File: src/rtl/jk_cmd_sequencer.sv
// Command sequencer feeding a JK flip-flop: queues {op, count} commands in a
// small FIFO and replays each op on registered j/k for count cycles.
module jk_cmd_sequencer #(
    parameter int DEPTH = 4,
    parameter int CNT_W = 8
) (
    input  logic                     clk,
    input  logic                     rst,
    input  logic                     flush,
    input  logic                     cmd_valid,
    output logic                     cmd_ready,
    input  logic [1:0]               cmd_op,
    input  logic [CNT_W-1:0]         cmd_count,
    output logic                     j,
    output logic                     k,
    output logic                     busy,
    output logic                     done,
    output logic [$clog2(DEPTH):0]   level
);

    localparam int PTR_W = $clog2(DEPTH);
    localparam int LVL_W = PTR_W + 1;

    typedef enum logic {
        IDLE,
        RUN
    } state_t;

    state_t             state;
    state_t             state_n;
    logic [CNT_W-1:0]   remaining;
    logic [CNT_W-1:0]   remaining_n;
    logic               j_n;
    logic               k_n;
    logic               done_n;

    logic [CNT_W+1:0]   mem [DEPTH];
    logic [PTR_W-1:0]   wr_ptr;
    logic [PTR_W-1:0]   rd_ptr;

    logic               push;
    logic               pop;
    logic               empty;
    logic [1:0]         head_op;
    logic [CNT_W-1:0]   head_cnt;
    logic [CNT_W-1:0]   head_eff;

    assign cmd_ready = !rst && !flush && (level != LVL_W'(DEPTH));
    assign push      = cmd_valid && cmd_ready;
    assign empty     = (level == '0);
    assign busy      = (state == RUN) || !empty;

    assign head_op   = mem[rd_ptr][CNT_W+1:CNT_W];
    assign head_cnt  = mem[rd_ptr][CNT_W-1:0];
    assign head_eff  = (head_cnt == '0) ? CNT_W'(1) : head_cnt;

    // j/k double as the active-op register while in RUN.
    always_comb begin
        state_n     = state;
        remaining_n = remaining;
        j_n         = 1'b0;
        k_n         = 1'b0;
        done_n      = 1'b0;
        pop         = 1'b0;
        case (state)
            IDLE: begin
                if (!empty) begin
                    pop         = 1'b1;
                    state_n     = RUN;
                    remaining_n = head_eff;
                    {j_n, k_n}  = head_op;
                    done_n      = (head_eff == CNT_W'(1));
                end
            end
            RUN: begin
                if (remaining == CNT_W'(1)) begin
                    if (!empty) begin
                        pop         = 1'b1;
                        remaining_n = head_eff;
                        {j_n, k_n}  = head_op;
                        done_n      = (head_eff == CNT_W'(1));
                    end else begin
                        state_n     = IDLE;
                        remaining_n = '0;
                    end
                end else begin
                    remaining_n = remaining - CNT_W'(1);
                    j_n         = j;
                    k_n         = k;
                    done_n      = (remaining == CNT_W'(2));
                end
            end
            default: state_n = IDLE;
        endcase
    end

    always_ff @(posedge clk) begin
        if (rst || flush) begin
            state     <= IDLE;
            remaining <= '0;
            j         <= 1'b0;
            k         <= 1'b0;
            done      <= 1'b0;
            wr_ptr    <= '0;
            rd_ptr    <= '0;
            level     <= '0;
        end else begin
            state     <= state_n;
            remaining <= remaining_n;
            j         <= j_n;
            k         <= k_n;
            done      <= done_n;
            if (push)
                wr_ptr <= wr_ptr + PTR_W'(1);
            if (pop)
                rd_ptr <= rd_ptr + PTR_W'(1);
            case ({push, pop})
                2'b10:   level <= level + LVL_W'(1);
                2'b01:   level <= level - LVL_W'(1);
                default: level <= level;
            endcase
        end
    end

    // Storage needs no reset: pointers and level define what is valid.
    always_ff @(posedge clk) begin
        if (push)
            mem[wr_ptr] <= {cmd_op, cmd_count};
    end

endmodule
File: config.mk
export PLATFORM = sky130hd
export DESIGN_NAME = jk_cmd_sequencer
export DESIGN_NICKNAME = d
export VERILOG_FILES = /design/src/rtl/jk_cmd_sequencer.sv
export SDC_FILE = /design/constraint.sdc
export NUM_CORES = 1
export LEC_CHECK = 0
export ABC_CLOCK_PERIOD_IN_PS = 3700
export CORE_MARGIN = 2
export CORE_UTILIZATION = 50
export CTS_CLUSTER_SIZE = 30
export DETAILED_ROUTE_END_ITERATION = 8
export PLACE_DENSITY = 0.7
export SETUP_SLACK_MARGIN = 0.5
export SYNTH_ARGS = -nofsm -noshare
export SYNTH_HDL_FRONTEND = slang
export SYNTH_SLANG_ARGS = --single-unit
File: constraint.sdc
create_clock -name clk -period 3.7 [get_ports clk]
set_input_delay 0.37 -clock clk [delete_from_list [all_inputs] [get_ports clk]]
set_output_delay 0.37 -clock clk [all_outputs]
set_load 0.05 [all_outputs]
==> metrics.md, run 1 <==
| Metric | Value |
|---|---|
| Initial antenna violation count | 0 |
| Final Cycle Share | 0.7692 |
| CP Max Fanout | 15 |
| Syn avg cell area | 13.36 µm² |
| Num ports | 22 |
| Final core occ | 0.6120 |
| XOR/XNOR Fraction of Synth Area | 0.009986 |
| CTS tree | done |
| HPWL Detailed | 2.867 mm |
| Pwr dens | 487.4 nW/µm² |
| Leading area contributor after synthesis | edfxtp_1 |
| Via density | about 5.4 |
| Clk pwr share | 0.460 |
| FFs w/ async S/R, synth | 0 |
| Synth warn | 0 |
| Arr. time, crit path | 2480 ps |
| Fillers | between 400 and 500 |
| Port bufs | 21 |
| CTS buffer count | 9 |
| Clk pin slew, worst setup/hold paths | 70 ps |
| Main combinational cell family by area after synthesis | simple AND/OR/NAND/NOR gates |
| CTS Root Cell | clkbuf_8 |
| Number of global-route vias before repair | 1545 |
| Sw Ratio | 0.2016 |
| Adder and majority gate portion of the synthesized area | 0.04565 |
| Top-count cell post-synth | edfxtp_1 |
| Bufs and invs on worst path | 2 |
| Initial Utilization | 0.5152 |
| Finished Layout Cells | slightly below 300 |
| FMAX | 351.3 MHz |
| Area growth, synth to finish | 18.78% |
| Placed cells | 279 |
| Crit start category | flip-flop |
| Combinational Power Share | 0.055 |
| Number of synthesized flops with an enable pin | 40 |
| Routed WL | about 4.4 mm |
| Synth Flop Type | edfxtp_1 |
| Area share of the leading cell type in the synthesized netlist | 0.4565 |
| H-tree depth | 3 |
| Min Tclk post-route | 2846 ps |
| N_diodes | 0 |
| Via count | 1595 |
| 1st-iter DRT viols | about 100 |
| Grt ovf | 0 |
| Synth cell count leaders | edfxtp_1, dfxtp_1, nand3_1 |
| Final hold viol count | 0 |
| Hold Crit Class | reg2reg |
| Die W | 76.55 µm |
| First-pass GRT wire length | between 7 and 8 mm |
| Routed len/inst | approximately 15 µm |
| Sw Pwr | 307.0 µW |
| Syn_nets | 220 |
| GR Util All Layers | 0.1686 |
| Synth Area in Simple Gates | 0.1217 |
| CP Class | reg2out |
| Synthesis-stage register bit count | 61 |
| Post-DRT Antenna Nets | 0 |
| Sequential area share after synthesis | 0.6163 |
| RSZ-0062 raised after global routing | false |
| Worst Path Required | around 3300 ps |
| Leakage | between 0.001 and 0.0015 µW |
| Hold bufs inserted after CTS | 0 |
| Die Height | around 77 µm |
| Max clock buf depth | 2 |
| Rows | 26 |
| Yosys cell types | 39 |
| Critical Path Max Stage Delay | approximately 700 ps |
| Fin Setup TNS | 0 ps |
| Number of clock sinks | 61 |
| Mux cell area share after synthesis | 0.09558 |
| Final GP Congestion | 0.8219 |
| Cell Area, Synth | 2631 µm² |
| Post-CTS Resized | 0 |
| Postcts setup bufs | 0 |
| CP endpoint kind | primary output |
| CP cell instances | or3_1 -> nor2_1 -> inv_1 -> clkdlybuf4s50_1 |
| Layout cells sized above 1 | 0.1022 |
| Rel. slew slack | 0.3519 |
| Pint | between 1000 and 1500 µW |
| Die area | approximately 6000 µm² |
| Crit path max-delay cell type | clkdlybuf4s50_1 |
| Max Cap Viol | 0 |
| Final setup fails | 0 |
| Mapped Cells | 197 |
| Final Skew | 8.520 ps |
| Most area-consuming cells after synthesis | edfxtp_1, dfxtp_1, mux4_1, ha_1, nand3_1 |
| Largest delay share family, worst path | simple AND/OR/NAND/NOR gates |
| Slew Viols, Final | 0 |
| Layout Nets | 243 |
| Final total power | 1523 µW |
| Complex-gate fraction of the synthesized area | 0.07608 |
| Residual DRC | 0 |
| First drt pass iteration count | 4 |
| Largest net degree at the start of global routing | 23 |
| Hold WS | 450.9 ps |
| Area of the core | 5107 µm² |
| Max VDD drop | 363.4 µV |
| Run status | completed |
| Actual slew at the worst max-slew pin | 967.7 ps |
| Flop pwr share | 0.485 |
| Clock Latency Late Sink | 330 ps |
registers in the layout, indices dropped and copies added, names as in the netlist, named ones only:
register / count
done: 1
j: 1
k: 1
level: 3
mem: 40
rd_ptr: 2
remaining: 8
state: 1
wr_ptr: 2
power by group through the flow:
stage	clock (µW)	combinational [µW]	sequential (µW)
final	700	83.7	739
after global routing	744	92.8	740
after CTS	716	83.9	739
after detailed placement	0	83.3	754
after global placement	0	82.5	754
after floorplan	0	51.1	755
routing by layer:
metal | share of wire | vias to the layer above | GRT usage
met3 | 0.039 | 6 | 0.06398
met1 | 0.48 | 762 | 0.2174
li1 | - | 792 | -
met2 | 0.47 | 35 | 0.2575
met5 | 0 | - | 0
met4 | 0.0095 | 0 | 0.06909
cells in the final DEF (no fill, tap or decap), types with 3 or more instances in the layout:
master / instances
edfxtp_1: 40
dfxtp_1: 21
clkdlybuf4s50_1: 21
nand3_1: 14
inv_1: 13
a21oi_1: 13
nand2_1: 10
nor2_1: 9
clkbuf_8: 9
a31oi_1: 8
ha_1: 8
mux4_1: 7
o21ai_0: 5
nor3_1: 4
and2_1: 4
or3_1: 3
or4_1: 3
mux4_2: 3
bufinv_16: 3
metrics by stage:
step	setup slack (ps)	cell area, µm²
5_1_grt	719.7	3126
4_1_cts	814.9	3126
6_report	853.8	3126
2_1_floorplan	1296	2631
3_3_place_gp	865.9	2887
3_5_place_dp	810.0	2887
worst register-to-register path, stage by stage, from the launching register on:
cell     delay, ps
dfxtp_1        330
nor3_2         360
a31o_2         420
nand2_1        130
inv_1           90
ha_1           170
inv_1           60
fa_1           380
xor2_1         150
or3_1          300
a21oi_1        130
final timing paths:
check | depth (start not counted) | endpoint | startpoint | slack, ps
setup / recovery | 4 | busy | level[2]$_SDFFE_PP0P_ | 850
hold / removal | 2 | j$_SDFFE_PP0P_ | j$_SDFFE_PP0P_ | 450
setup reg to reg | 10 | level[2]$_SDFFE_PP0P_ | remaining[5]$_SDFFE_PP0P_ | 1110
hold reg to reg | 2 | j$_SDFFE_PP0P_ | j$_SDFFE_PP0P_ | 450
logic make-up after synthesis:
kind of cell / after synthesis
AOI/OAI and AO/OA: 33
xor gates and xnor gates: 3
adders and majority gates: 9
buffers and inverters: 22
DFF: 61
muxes: 10
and+or+nand+nor: 59
cell type report:
class,instances,area [µm²],share of cell area
Sequential cell,61,1622,0.5188
Clock inverter,6,111.4,0.03563
Clock buffer,10,127.6,0.04083
Timing Repair Buffer,21,210.2,0.06725
Inverter,13,48.80,0.01561
Multi-Input combinational cell,114,918.4,0.2938
Tap cell,70,87.58,0.02802
(Power assumes the default switching activity.)
==> inputs of run 2 (changes only) <==
--- a/config.mk
+++ b/config.mk
@@ -5,12 +5,12 @@
 export SDC_FILE = /design/constraint.sdc
 export NUM_CORES = 1
 export LEC_CHECK = 0
-export ABC_CLOCK_PERIOD_IN_PS = 3700
+export ABC_CLOCK_PERIOD_IN_PS = 2600
 export CORE_MARGIN = 2
 export CORE_UTILIZATION = 50
 export CTS_CLUSTER_SIZE = 30
 export DETAILED_ROUTE_END_ITERATION = 8
-export PLACE_DENSITY = 0.7
+export PLACE_DENSITY = 0.73
 export SETUP_SLACK_MARGIN = 0.5
 export SYNTH_ARGS = -nofsm -noshare
 export SYNTH_HDL_FRONTEND = slang
==> constraint.sdc (replaced) <==
create_clock -name clk -period 2.6 [get_ports clk]
set_input_delay 0.26 -clock clk [delete_from_list [all_inputs] [get_ports clk]]
set_output_delay 0.26 -clock clk [all_outputs]
set_load 0.05 [all_outputs]
==> metrics.md, run 2 (same netlist as run 1, synthesis figures left out) <==
| Metric | Value |
|---|---|
| FMAX | ~470 MHz |
| Arr. time, crit path | 2380 ps (-100 ps) |
| Min Tclk post-route | 2115 ps |
| Fillers | 377 (-10%) |
| Run status | completed |
| Worst Path Required | 2870 ps (-460 ps) |
| CTS buffer count | 9 (unchanged) |
| Die W | 76.55 µm (unchanged) |
| HPWL Detailed | 3.199 mm (+12%) |
| Clk pin slew, worst setup/hold paths | 70 ps (about the same) |
| Slew Viols, Final | 0 (unchanged) |
| Die area | 5859 µm² (unchanged) |
| Routed WL | 4.990 mm (+12%) |
| Area growth, synth to finish | 26.25% |
| Clock Latency Late Sink | 330 ps (about the same) |
| Max Cap Viol | 0 (unchanged) |
| Final setup fails | 0 (unchanged) |
| CTS tree | done |
| Via density | 5.556 (+2.8%) |
| Min setup slack post-route | 484.5 ps (-369.3 ps) |
| CP endpoint kind | flip-flop |
| Rel. slew slack | 0.5619 (+0.2101) |
| Largest net degree at the start of global routing | 22 (-4.3%) |
| Largest registers | mem: 40 flops, remaining: 8 flops, level: 3 flops |
| Largest delay share family, worst path | simple AND/OR/NAND/NOR gates |
| First drt pass iteration count | 4 (unchanged) |
| Layout cells sized above 1 | 0.2593 (+0.1570) |
| Bufs and invs on worst path | 2 (unchanged) |
| Rows | 26 (unchanged) |
| Critical path origin | remaining[3]$_SDFFE_PP0P_ |
| CP Class | reg2reg |
| Commonest non-fill, non-tap cell in the layout | edfxtp_1 |
| Worst flop-to-flop path endpoint | level[2]$_SDFFE_PP0P_ |
| Number of clock sinks | 61 (unchanged) |
| Final GP Congestion | 0.8815 (+7.3%) |
| Setup crit end | level[2]$_SDFFE_PP0P_ |
| Final Cycle Share | 0.8136 |
| Reg2Reg Depth | 10 (unchanged) |
| GR Util All Layers | 0.1804 (+0.01179) |
| Leakage | 0.001119 µW (+10%) |
| Final hold viol count | 0 (unchanged) |
| Reg2reg setup slack | 480 ps (-630 ps) |
| Port bufs | 21 (unchanged) |
| Dpl ws | 305.3 ps (-504.7 ps) |
| Initial antenna violation count | 0 (unchanged) |
| First-pass GRT wire length | 8.052 mm (+8.5%) |
| N_diodes | 0 (unchanged) |
| Routed len/inst | 15.94 µm (+5.8%) |
| Max VDD drop | 456.7 µV (+26%) |
| Layout Nets | 261 (+7.4%) |
| Actual slew at the worst max-slew pin | 651.1 ps (-316.6 ps) |
| CTS Root Cell | clkbuf_8 |
| Num ports | 22 (unchanged) |
| Commonest cells after routing, fill and taps aside | edfxtp_1, clkdlybuf4s50_1, buf_4 |
| Pwr dens | 630.0 nW/µm² (+29%) |
| Max clock buf depth | 2 (unchanged) |
| Die Height | 76.55 µm (unchanged) |
| Residual DRC | 0 (unchanged) |
| Fin Setup TNS | 0 ps (unchanged) |
| CP Max Fanout | 5 (-10) |
| Post-DRT Antenna Nets | 0 (unchanged) |
| RR Startpoint | remaining[3]$_SDFFE_PP0P_ |
| Area of the core | 5107 µm² (unchanged) |
| Most Frequent Cell on Critical Path | inv_2 |
| Worst path depth | 10 (+6) |
| H-tree depth | 3 (unchanged) |
| Number of global-route vias before repair | 1735 (+12%) |
| Via count | 1739 (+9.0%) |
| Hold Crit Class | reg2reg |
| Initial Utilization | 0.5152 (unchanged) |
| Grt ovf | 0 (unchanged) |
| Critical Path Max Stage Delay | 380 ps (-320 ps) |
| 1st-iter DRT viols | 101 (unchanged) |
| Crit start category | flip-flop |
| Reg with most FFs | mem |
| Crit path max-delay cell type | or3_1 |
| CP cell instances | nor3_4 -> a31o_4 -> nand2_2 -> inv_2 -> ha_4 -> inv_2 -> fa_2 -> xor2_1 -> or3_1 -> a21oi_2 |
| Final Skew | 8.898 ps (+0.3779 ps) |
| Number of flip-flops in the largest register | 40 (unchanged) |
| RSZ-0062 raised after global routing | true |
-- run 2: per-stage QoR --
step                      instance area, µm²  power [µW]  hold WS, ps  cells    util
after floorplan                         2669        1148        358.9    197       -
after global placement                  2997        1199        447.2    289  0.5867
after detailed placement                2997        1201        451.9    289  0.5867
after CTS                               3251        2105        461.5    309  0.6365
after global routing                    3322        2161        485.0    313  0.6504
final                                   3322        2093        457.6    313  0.6504
-- run 2: final cells by class --
class / instances / area [µm²] / area share
sequential: 61 / 1652 / 0.4972
multi-input combinational: 114 / 978.4 / 0.2945
timing repair buffer: 39 / 341.6 / 0.1028
clock buffer: 9 / 123.9 / 0.03729
clock inverter: 7 / 90.09 / 0.02712
tap: 70 / 87.58 / 0.02637
inverter: 13 / 48.80 / 0.01469
-- run 2: power by group --
part	leakage (µW)	internal, µW	total [µW]	switching [µW]
sequential	0.000538	1040	1050	9.82
clock	0.000105	534	903	370
combinational	0.000476	66.2	142	76.0
total	0.00112	1640	2090	456
-- run 2: worst min-delay path by stage --
stage / startpoint / endpoint / slack [ps] / cells past startpoint
5_1_grt: j$_SDFFE_PP0P_ / j$_SDFFE_PP0P_ / 490 / 2
2_1_floorplan: cmd_count[0] / mem[0][0]$_DFFE_PP_ / 360 / 0
3_3_place_gp: j$_SDFFE_PP0P_ / j$_SDFFE_PP0P_ / 450 / 2
6_report: k$_SDFFE_PP0P_ / k$_SDFFE_PP0P_ / 460 / 2
4_1_cts: k$_SDFFE_PP0P_ / k$_SDFFE_PP0P_ / 460 / 2
3_5_place_dp: k$_SDFFE_PP0P_ / k$_SDFFE_PP0P_ / 450 / 2
-- run 2: what timing repair did --
| action | CTS | global route |
|---|---|---|
| buffers inserted | 4 | 4 |
| pin swaps | 3 | 6 |
| hold endpoints to repair | 0 | 0 |
| endpoints found under the setup margin | 3 | 2 |
| gates cloned | 0 | 0 |
| hold buffers | 0 | 0 |
| gates resized for setup | 5 | 15 |
-- run 2: worst min-delay path: stages (launching register included) --
cell     delay (ps)
dfxtp_1         310
nand2_1          50
a21oi_1          50
-- run 2: per-layer routing --
metal | track usage | vias up | routed length [µm] | part of all wire
met5 | 0 | - | 0 | 0
met4 | 0.08545 | 0 | 91 | 0.018
met3 | 0.05095 | 12 | 198 | 0.040
met2 | 0.2929 | 44 | 2532 | 0.51
met1 | 0.2240 | 848 | 2167 | 0.43
li1 | - | 835 | - | -
==> inputs of run 3 (changes only) <==
--- a/config.mk
+++ b/config.mk
@@ -5,7 +5,7 @@
 export SDC_FILE = /design/constraint.sdc
 export NUM_CORES = 1
 export LEC_CHECK = 0
-export ABC_CLOCK_PERIOD_IN_PS = 2600
+export ABC_CLOCK_PERIOD_IN_PS = 1820
 export CORE_MARGIN = 2
 export CORE_UTILIZATION = 50
 export CTS_CLUSTER_SIZE = 30
==> constraint.sdc (replaced) <==
create_clock -name clk -period 1.82 [get_ports clk]
set_input_delay 0.182 -clock clk [delete_from_list [all_inputs] [get_ports clk]]
set_output_delay 0.182 -clock clk [all_outputs]
set_load 0.05 [all_outputs]
==> metrics.md, run 3 (same netlist as run 1, synthesis figures left out) <==
| Metric | Value |
|---|---|
| Clk pin slew, worst setup/hold paths | 70 ps (about the same) |
| RSZ-0062 raised after global routing | true |
| First drt pass iteration count | 4 (unchanged) |
| Flop pwr share | 0.493 (-0.007) |
| Largest registers | mem: 40 flops, remaining: 8 flops, level: 3 flops |
| Hold bufs inserted after CTS | 0 (unchanged) |
| Routed len/inst | 21.19 µm (+33%) |
| Finished Layout Cells | 356 (+14%) |
| Clock Latency Late Sink | 330 ps (about the same) |
| HPWL Detailed | 3.471 mm (+8.5%) |
| Worst Path Required | 2080 ps (-790 ps) |
| Via density | 5.753 (+3.5%) |
| Max VDD drop | 802.4 µV (+76%) |
| Area of the core | 5107 µm² (unchanged) |
| Final hold viol count | 0 (unchanged) |
| N_diodes | 0 (unchanged) |
| Critical Path Max Stage Delay | 350 ps (-30 ps) |
| Initial antenna violation count | 0 (unchanged) |
| Via count | 2048 (+18%) |
| Pint | 2302 µW (+41%) |
| CP cell instances | nor3_4 -> a31o_4 -> nand2_4 -> inv_2 -> ha_4 -> inv_2 -> fa_2 -> xor2_1 -> or3_1 -> a21oi_2 |
| Layout cells sized above 1 | 0.5315 (+0.2722) |
| Number of clock sinks | 61 (unchanged) |
| Failing checks | negative setup slack |
| Max clock buf depth | 2 (unchanged) |
| Sequential cell area | 1642 µm² (-0.61%) |
| Final Skew | 4.988 ps (-3.910 ps) |
| 1st-iter DRT viols | 121 (+20%) |
| Commonest cells after routing, fill and taps aside | edfxtp_1, buf_4, buf_6 |
| Leakage | 0.001417 µW (+27%) |
| CTS tree | done |
| Number of global-route vias before repair | 2000 (+15%) |
| Clk pwr share | 0.383 (-0.049) |
| GR Util All Layers | 0.2414 (+0.06098) |
| Combinational Power Share | 0.124 (+0.056) |
| Arr. time, crit path | 2420 ps (+40 ps) |
| CP Max Fanout | 2 (-3) |
| Crit start category | flip-flop |
| Most Frequent Cell on Critical Path | inv_2 |
| Run status | finished with violations |
| Final setup fails | 5 (+5) |
| Post-DRT Antenna Nets | 0 (unchanged) |
| Area growth, synth to finish | 54.11% |
| Die area | 5859 µm² (unchanged) |
| Hold WS | 481.7 ps (+24.04 ps) |
| Fillers | 289 (-23%) |
| Rel. slew slack | 0.7068 (+0.1448) |
| Hold Crit Class | in2reg |
| CTS buffer count | 9 (unchanged) |
| Pwr dens | 748.5 nW/µm² (+19%) |
| Rows | 26 (unchanged) |
| Number of flip-flops in the largest register | 40 (unchanged) |
| Crit path max-delay cell type | dfxtp_4 |
| First-pass GRT wire length | 10.45 mm (+30%) |
| Residual DRC | 0 (unchanged) |
| Largest net degree at the start of global routing | 15 (-32%) |
| Min setup slack post-route | -339.5 ps (-824.0 ps) |
| Sw Pwr | 733.4 µW (+61%) |
| Min Tclk post-route | 2160 ps (+44.04 ps) |
| Final GP Congestion | 0.8530 (-3.2%) |
| Die W | 76.55 µm (unchanged) |
| Final Cycle Share | 1.187 (+0.3729) |
| Grt ovf | 0 (unchanged) |
| H-tree depth | 3 (unchanged) |
| CP Class | reg2reg |
| Reg with most FFs | mem |
| FMAX | 463.1 MHz (-2.0%) |
| CTS Root Cell | clkbuf_8 |
| Area occupied by multi-input gates | 1249 µm² (+28%) |
| Layout Nets | 304 (+16%) |
| Routed WL | 7.544 mm (+51%) |
| Commonest non-fill, non-tap cell in the layout | edfxtp_1 |
| Initial Utilization | 0.5152 (unchanged) |
| Sw Ratio | 0.2416 (+0.02398) |
| CP endpoint kind | flip-flop |
| Placed cells | 306 (+5.9%) |
| Max Cap Viol | 0 (unchanged) |
| Actual slew at the worst max-slew pin | 436.1 ps (-214.9 ps) |
| Port bufs | 21 (unchanged) |
| Die Height | 76.55 µm (unchanged) |
| Final core occ | 0.7940 (+0.1436) |
| Num ports | 22 (unchanged) |
| Slew Viols, Final | 0 (unchanged) |
-- run 3: power by group through the flow --
stage | registers (µW) | logic [µW] | clock network (µW)
CTS | 1500 | 324 | 1170
finish | 1500 | 376 | 1160
global route | 1500 | 396 | 1240
global placement | 1520 | 230 | 0
floorplan | 1530 | 132 | 0
detailed placement | 1520 | 236 | 0
-- run 3: cell type report --
cell class	count	area share
clock buffers	9	0.03055
well taps	70	0.02160
multi-input cells	118	0.3079
repair buffers	78	0.2049
flip-flops and latches	61	0.4048
inverters	13	0.01388
clock inverters	7	0.01635
-- run 3: per-layer routing --
metal | vias up | share of wire | GRT usage
li1 | 927 | - | -
met1 | 1035 | 0.39 | 0.2981
met2 | 70 | 0.55 | 0.4168
met3 | 16 | 0.039 | 0.05450
met4 | 0 | 0.019 | 0.08727
met5 | - | 0 | 0
-- run 3: final timing paths --
kind / start / end / slack (ps) / cells past startpoint
max: remaining[4]$_SDFFE_PP0P_ / level[2]$_SDFFE_PP0P_ / -340 / 10
min: cmd_op[0] / mem[3][8]$_DFFE_PP_ / 480 / 1
max reg2reg: remaining[4]$_SDFFE_PP0P_ / level[2]$_SDFFE_PP0P_ / -340 / 10
min reg2reg: j$_SDFFE_PP0P_ / j$_SDFFE_PP0P_ / 480 / 2
-- run 3: repair_timing --
item | CTS | global route
cloned | 6 | 1
buffers inserted | 16 | 11
endpoints found under the setup margin | 64 | 63
gates resized for setup | 78 | 31
pin swaps | 23 | 11
-- run 3: through the flow --
stage | setup TNS, ps | setup WS (ps) | total power [µW] | instance area, µm²
floorplan | -338.2 | -208.6 | 1665 | 2790
global placement | -628.2 | -296.7 | 1754 | 3241
detailed placement | -998.6 | -342.2 | 1760 | 3241
CTS | -257.1 | -214.1 | 2987 | 3824
global route | -850.6 | -422.6 | 3136 | 4055
finish | -636.0 | -339.5 | 3035 | 4055
-- run 3: critical path: cells and delay by family, from the launching register on --
kind / cells / cell delay [ps]
AND/OR/NAND/NOR: 3 / 630
adder cells (fa/ha/maj): 2 / 470
AO/OA/AOI/OAI: 2 / 360
flip-flops: 1 / 350
XOR/XNOR: 1 / 180
buffers and inverters: 2 / 100
